`config.mk`:
```
export PLATFORM = sky130hd
export DESIGN_NAME = time_display
export DESIGN_NICKNAME = d
export VERILOG_FILES = /design/src/rtl/time_display.sv
export SDC_FILE = /design/constraint.sdc
export NUM_CORES = 1
export LEC_CHECK = 0
export BUFFER_PORTS_ARGS = -buffer_cell sky130_fd_sc_hd__buf_4
export CORE_MARGIN = 2
export CORE_UTILIZATION = 53
export DETAILED_ROUTE_END_ITERATION = 8
export PLACE_DENSITY = 0.75
export SYNTH_ARGS = -nofsm -noshare
export SYNTH_HDL_FRONTEND = slang
export SYNTH_SLANG_ARGS = --single-unit
```
`constraint.sdc`:
```
create_clock -name clk -period 2 [get_ports clk]
set_clock_uncertainty 0.15 [all_clocks]
set_input_delay 0 -clock clk [delete_from_list [all_inputs] [get_ports clk]]
set_output_delay 0 -clock clk [all_outputs]
set_load 0.03 [all_outputs]
```
`src/rtl/time_display.sv`:
```
// Four-digit multiplexed 7-segment display for a time value.
// A free-running slot counter scans the digits. Once per frame the selected
// field is sampled and converted to BCD with a shift-add-3 FSM, then latched
// into the display register as one complete frame.
module time_display #(
  parameter int unsigned REFRESH_DIV = 100000
) (
  input  logic       clk,
  input  logic       rst,
  input  logic [9:0] ms_i,
  input  logic [5:0] sec_i,
  input  logic [5:0] min_i,
  input  logic [4:0] hr_i,
  input  logic       ms_sw,
  input  logic       s_sw,
  input  logic       min_sw,
  input  logic       hr_sw,
  output logic [6:0] seg,
  output logic [3:0] an,
  output logic       dp
);

  localparam int unsigned CntW = (REFRESH_DIV > 1) ? $clog2(REFRESH_DIV) : 1;
  localparam logic [CntW-1:0] CntLast = CntW'(REFRESH_DIV - 1);
  localparam logic [3:0] Blank = 4'hF;

  typedef enum logic [1:0] {StIdle, StLoad, StShift, StDone} state_e;
  typedef enum logic [2:0] {ModeMs, ModeSec, ModeMin, ModeHr, ModeMmss} mode_e;

  // Scan timing
  logic [CntW-1:0] r_slot_cnt;
  logic [1:0]      r_digit_idx;
  logic            w_tick;
  logic            w_sample;

  // Conversion FSM and datapath
  state_e      r_state;
  state_e      w_state_next;
  mode_e       r_mode;
  mode_e       w_sel_mode;
  logic [9:0]  w_sel_a;
  logic [9:0]  w_sel_b;
  logic [9:0]  r_val_a;
  logic [9:0]  r_val_b;
  logic        r_pass;
  logic [9:0]  r_bin;
  logic [11:0] r_bcd;
  logic [11:0] w_bcd_adj;
  logic [3:0]  r_bit_cnt;
  logic [7:0]  r_first_bcd;
  logic [15:0] w_frame;

  // FSM control strobes
  logic w_start;
  logic w_load;
  logic w_shift;
  logic w_done_mid;
  logic w_done_final;

  // Saturated inputs
  logic [9:0] w_ms_sat;
  logic [5:0] w_sec_sat;
  logic [5:0] w_min_sat;
  logic [4:0] w_hr_sat;

  // Display register and decode
  logic [15:0] r_disp;
  logic        r_disp_mmss;
  logic [3:0]  w_cur_digit;
  logic [6:0]  w_seg_dec;

  assign w_tick   = (r_slot_cnt == CntLast);
  // Frame boundary: tick on the last digit slot, index about to wrap to 0.
  assign w_sample = w_tick && (r_digit_idx == 2'd3);

  // Slot counter: free-running 0..REFRESH_DIV-1
  always_ff @(posedge clk) begin
    if (rst) begin
      r_slot_cnt <= '0;
    end else if (w_tick) begin
      r_slot_cnt <= '0;
    end else begin
      r_slot_cnt <= r_slot_cnt + 1'b1;
    end
  end

  // Digit index: advances on each tick, wrapping 3 -> 0 naturally
  always_ff @(posedge clk) begin
    if (rst) begin
      r_digit_idx <= 2'd0;
    end else if (w_tick) begin
      r_digit_idx <= r_digit_idx + 2'd1;
    end
  end

  assign w_ms_sat  = (ms_i > 10'd999) ? 10'd999 : ms_i;
  assign w_sec_sat = (sec_i > 6'd59) ? 6'd59 : sec_i;
  assign w_min_sat = (min_i > 6'd59) ? 6'd59 : min_i;
  assign w_hr_sat  = (hr_i > 5'd23) ? 5'd23 : hr_i;

  // Field select by fixed switch priority; MMSS when nothing is set
  always_comb begin
    w_sel_mode = ModeMmss;
    w_sel_a    = {4'd0, w_min_sat};
    w_sel_b    = {4'd0, w_sec_sat};
    if (ms_sw) begin
      w_sel_mode = ModeMs;
      w_sel_a    = w_ms_sat;
    end else if (s_sw) begin
      w_sel_mode = ModeSec;
      w_sel_a    = {4'd0, w_sec_sat};
    end else if (min_sw) begin
      w_sel_mode = ModeMin;
      w_sel_a    = {4'd0, w_min_sat};
    end else if (hr_sw) begin
      w_sel_mode = ModeHr;
      w_sel_a    = {5'd0, w_hr_sat};
    end
  end

  // FSM state register
  always_ff @(posedge clk) begin
    if (rst) begin
      r_state <= StIdle;
    end else begin
      r_state <= w_state_next;
    end
  end

  // FSM next-state logic; sample ticks outside IDLE are dropped
  always_comb begin
    w_state_next = r_state;
    case (r_state)
      StIdle:  if (w_sample) w_state_next = StLoad;
      StLoad:  w_state_next = StShift;
      StShift: if (r_bit_cnt == 4'd9) w_state_next = StDone;
      StDone:  w_state_next = (r_mode == ModeMmss && !r_pass) ? StLoad : StIdle;
      default: w_state_next = StIdle;
    endcase
  end

  // FSM outputs: datapath control strobes
  always_comb begin
    w_start      = 1'b0;
    w_load       = 1'b0;
    w_shift      = 1'b0;
    w_done_mid   = 1'b0;
    w_done_final = 1'b0;
    case (r_state)
      StIdle:  w_start = w_sample;
      StLoad:  w_load  = 1'b1;
      StShift: w_shift = 1'b1;
      StDone: begin
        // MMSS first pass (minutes) only parks its result
        w_done_mid   = (r_mode == ModeMmss) && !r_pass;
        w_done_final = !w_done_mid;
      end
      default: ;
    endcase
  end

  // Add 3 to every BCD digit of 5 or more before the next shift
  always_comb begin
    w_bcd_adj = r_bcd;
    for (int i = 0; i < 3; i++) begin
      if (r_bcd[4*i +: 4] >= 4'd5) begin
        w_bcd_adj[4*i +: 4] = r_bcd[4*i +: 4] + 4'd3;
      end
    end
  end

  // Conversion datapath: sample, load, shift-add-3, park first MMSS result
  always_ff @(posedge clk) begin
    if (rst) begin
      r_mode      <= ModeMmss;
      r_val_a     <= '0;
      r_val_b     <= '0;
      r_pass      <= 1'b0;
      r_bin       <= '0;
      r_bcd       <= '0;
      r_bit_cnt   <= '0;
      r_first_bcd <= '0;
    end else begin
      if (w_start) begin
        r_mode  <= w_sel_mode;
        r_val_a <= w_sel_a;
        r_val_b <= w_sel_b;
        r_pass  <= 1'b0;
      end
      if (w_load) begin
        r_bin     <= r_pass ? r_val_b : r_val_a;
        r_bcd     <= '0;
        r_bit_cnt <= '0;
      end
      if (w_shift) begin
        r_bcd     <= {w_bcd_adj[10:0], r_bin[9]};
        r_bin     <= {r_bin[8:0], 1'b0};
        r_bit_cnt <= r_bit_cnt + 4'd1;
      end
      if (w_done_mid) begin
        r_first_bcd <= r_bcd[7:0];
        r_pass      <= 1'b1;
      end
    end
  end

  // Digit layout of a finished conversion, digit 3 leftmost
  always_comb begin
    case (r_mode)
      ModeMs:   w_frame = {Blank, r_bcd};
      ModeMmss: w_frame = {r_first_bcd, r_bcd[7:0]};
      default:  w_frame = {Blank, Blank, r_bcd[7:0]};
    endcase
  end

  // Display register: replaced only by a complete frame
  always_ff @(posedge clk) begin
    if (rst) begin
      r_disp      <= {4{Blank}};
      r_disp_mmss <= 1'b0;
    end else if (w_done_final) begin
      r_disp      <= w_frame;
      r_disp_mmss <= (r_mode == ModeMmss);
    end
  end

  assign w_cur_digit = r_disp[{r_digit_idx, 2'b00} +: 4];

  // Active-low {g,f,e,d,c,b,a}; anything but 0-9 is blank
  always_comb begin
    case (w_cur_digit)
      4'd0:    w_seg_dec = 7'b1000000;
      4'd1:    w_seg_dec = 7'b1111001;
      4'd2:    w_seg_dec = 7'b0100100;
      4'd3:    w_seg_dec = 7'b0110000;
      4'd4:    w_seg_dec = 7'b0011001;
      4'd5:    w_seg_dec = 7'b0010010;
      4'd6:    w_seg_dec = 7'b0000010;
      4'd7:    w_seg_dec = 7'b1111000;
      4'd8:    w_seg_dec = 7'b0000000;
      4'd9:    w_seg_dec = 7'b0010000;
      default: w_seg_dec = 7'b1111111;
    endcase
  end

  // Registered outputs: anode, segments and dp all aligned to the same slot
  always_ff @(posedge clk) begin
    if (rst) begin
      an  <= 4'b1111;
      seg <= 7'b1111111;
      dp  <= 1'b1;
    end else begin
      an  <= ~(4'b0001 << r_digit_idx);
      seg <= w_seg_dec;
      dp  <= !(r_disp_mmss && (r_digit_idx == 2'd2));
    end
  end

endmodule

```
==> impl_metrics.toml <==
[synth]
syn-num-nets = 609
yosys.area.top_type = "dfxtp_1"
syn_inst = 554
synthTopCellsByCount = "dfxtp_1, nor2_1, nand2_1"
ys.flop_type = "dfxtp_1"
synthAdderAreaFrac = 0.0559
yosys.cell_types.count = 54
avgSynthCellArea_um2 = 8.89
muxShareOfSynthArea = 0.0501
synth_top_family_by_area = "simple AND/OR/NAND/NOR gates"
synth_edf_count = 0
yosysMostFrequentCell = "dfxtp_1"
synth-seq-cells = 104
syn-cell-area_mm2 = 0.00492
synth_top_area_share = 0.423
ys_seq_area_frac = 0.423
synthTopCellsByArea = "dfxtp_1, ha_1, nor2_1"
ys_warn_count = 0
synthArstFlopShare = 0
synth_xor_area_frac = 0.0356
synth-simple-area-share = 0.217
synth_compound_area_frac = 0.164

[routing]
drc = 0
via_count = 4140
via_per_inst = 5.63
drt_iter0_drc = 168
dr.pass1.iters = 4
wl_per_cell_um = 14.7
postRouteWirelength_um = 10800
drt.antenna.violating_nets = 0

[floorplan]
dieArea_mm2 = 0.0101
core-area_mm2 = 0.00911
start_util = 0.541
fp-row-count = 35
die_h_um = 100
num_io_pins = 45
die-width_um = 100

[sta]
hold_viol_final = 0
rsz0062_at_grt = "false"
setup_ws_ps = 101
maxSlewHeadroom = 0.641
fin_crit_sh = 0.949
tns_ps = 0
tightest_slew_ps = 539
min_period_ps = 1900
drv_slew = 0
finalSetupViolCount = 0
fmax_ghz = 0.527

[critical_path]
crit_required_ps = 2080
r2r_setup_slack_ps = 100
critPathMaxFanout = 16
end_kind = "register"
path_class = "register to register"
startpoint_type = "register"
cp-startpoint = "r_slot_cnt[0]"
crit_arrival_ps = 1980
reg2reg_from = "r_slot_cnt[0]"

[outcome]
status = "finished clean"

[worst_hold_path]
hold_path.class = "input port to register"
min_from = "min_i[4]"

[grt]
grt_pass1_wl_um = 18500
grt_antenna_before_repair = 0
gr-total-overflow = 0
met3_usage = 0.0536
gr-max-usage-layer = "met2"
grt_max_degree = 51
grt_util_met2 = 0.419
grt_pass1_vias = 4151
grt_usage = 0.226
met1_usage = 0.266

[clock_tree]
cts_max_path_buffers = 2
numClockSinks = 104
numCtsBuffers = 9
cts_max_level = 3
clk_pin_slew_ps = 90
cts_tree = "built"
cts_root_buf = "clkbuf_8"
clk_latency_ps = 360

[layout]
fin_nets = 674
fin_util = 0.645
area_growth_pct = 19.2
drive_above_1_share = 0.184
antenna_cells = 0

[power]
power.density_mw_per_mm2 = 614
irDropWorstVdd_uv = 385
p_leak_nw = 2.28

[placed_design]
place_ws_ps = 27.1
dp_hpwl_um = 7500
io_buffer_count = 44
place.gp.congestion = 0.815

[job]
maxCapViolCount = 0
## state kept, by name, indices dropped and copies added (netlist names), 2 cells and up
signal and flops:
r_disp 16, r_first_bcd 8, r_val_b 6, r_val_a 10, r_slot_cnt 17, r_bit_cnt 4, r_mode 3, r_state 2
seg 7, r_bcd 12, an 4, r_bin 10, r_digit_idx 2
## cells in the final DEF, fill, tap and decap left out, drive strengths merged, types with 11 or more instances in the layout
cell type,Yosys,final
nand3,26,26
nand2b,15,15
inv,24,26
buf,14,65
xor2,11,11
o21ai,19,19
and3,14,14
ha,22,22
nor2,69,69
a221oi,11,11
nand2,46,46
a211o,11,11
dfxtp,104,104
dlygate4sd3,0,23
a21oi,39,39
## stage by stage
| stage | cells | cell area, um^2 | hold WS, ps | total power [mW] |
|---|---|---|---|---|
| after floorplan | 554 | 4930 | -12.9 | 2.21 |
| after detailed placement | 695 | 5400 | 133 | 2.28 |
| after global routing | 735 | 5870 | 32.1 | 3.74 |
| after global placement | 695 | 5400 | 133 | 2.28 |
| after CTS | 734 | 5830 | 5.41 | 3.63 |
| final | 735 | 5870 | 33.5 | 3.61 |
## power breakdown
part           internal (mW)  switching, mW  total [mW]
registers               2.08        0.00434        2.08
logic                 0.0986         0.0961       0.195
clock network          0.620          0.711        1.33
total                   2.79          0.812        3.61
## path summary, 6_finish.rpt
path | to | cells past startpoint
min reg2reg | r_slot_cnt[0] | 1
max reg2reg | r_mode[0] | 7
min | r_val_a[4] | 5
max | r_mode[0] | 7
## worst max-delay path, cell delays in order (launching register included)
cell	delay, ps
dfxtp_2	350
ha_2	200
and4_1	200
and4_4	250
and3_1	210
buf_12	160
mux2i_1	190
nor2_1	60
## area by class of cell
type	count	area (um^2)
multi-input cells	392	2610
well taps	111	139
clock inverters	6	66.3
repair buffers	88	747
inverters	24	90.1
flip-flops and latches	104	2080
clock buffers	10	138
fillers	753	3240
## metal layers
| metal | up-vias | part of all wire | wire length, um |
|---|---|---|---|
| li1 | 2070 | - | - |
| met1 | 1952 | 0.43 | 4690 |
| met2 | 112 | 0.51 | 5560 |
| met3 | 6 | 0.045 | 489 |
| met4 | 0 | 0.0053 | 57 |
| met5 | - | 0 | 0 |
## kinds of logic after synthesis
kind of cell / Yosys count
AOI/OAI and AO/OA: 120
xor gates and xnor gates: 20
adders and majority gates: 22
buffers and inverters: 58
DFF: 104
muxes: 19
and+or+nand+nor: 211
## what timing repair did
item / CTS / global route
setup buffers: 0 / 1
endpoints found under the setup margin: 0 / 15
hold buffers: 23 / 0
endpoints found under the hold margin: 36 / 0
resized for setup: 0 / 11
Note: power is estimated with default switching activity, not from simulation.
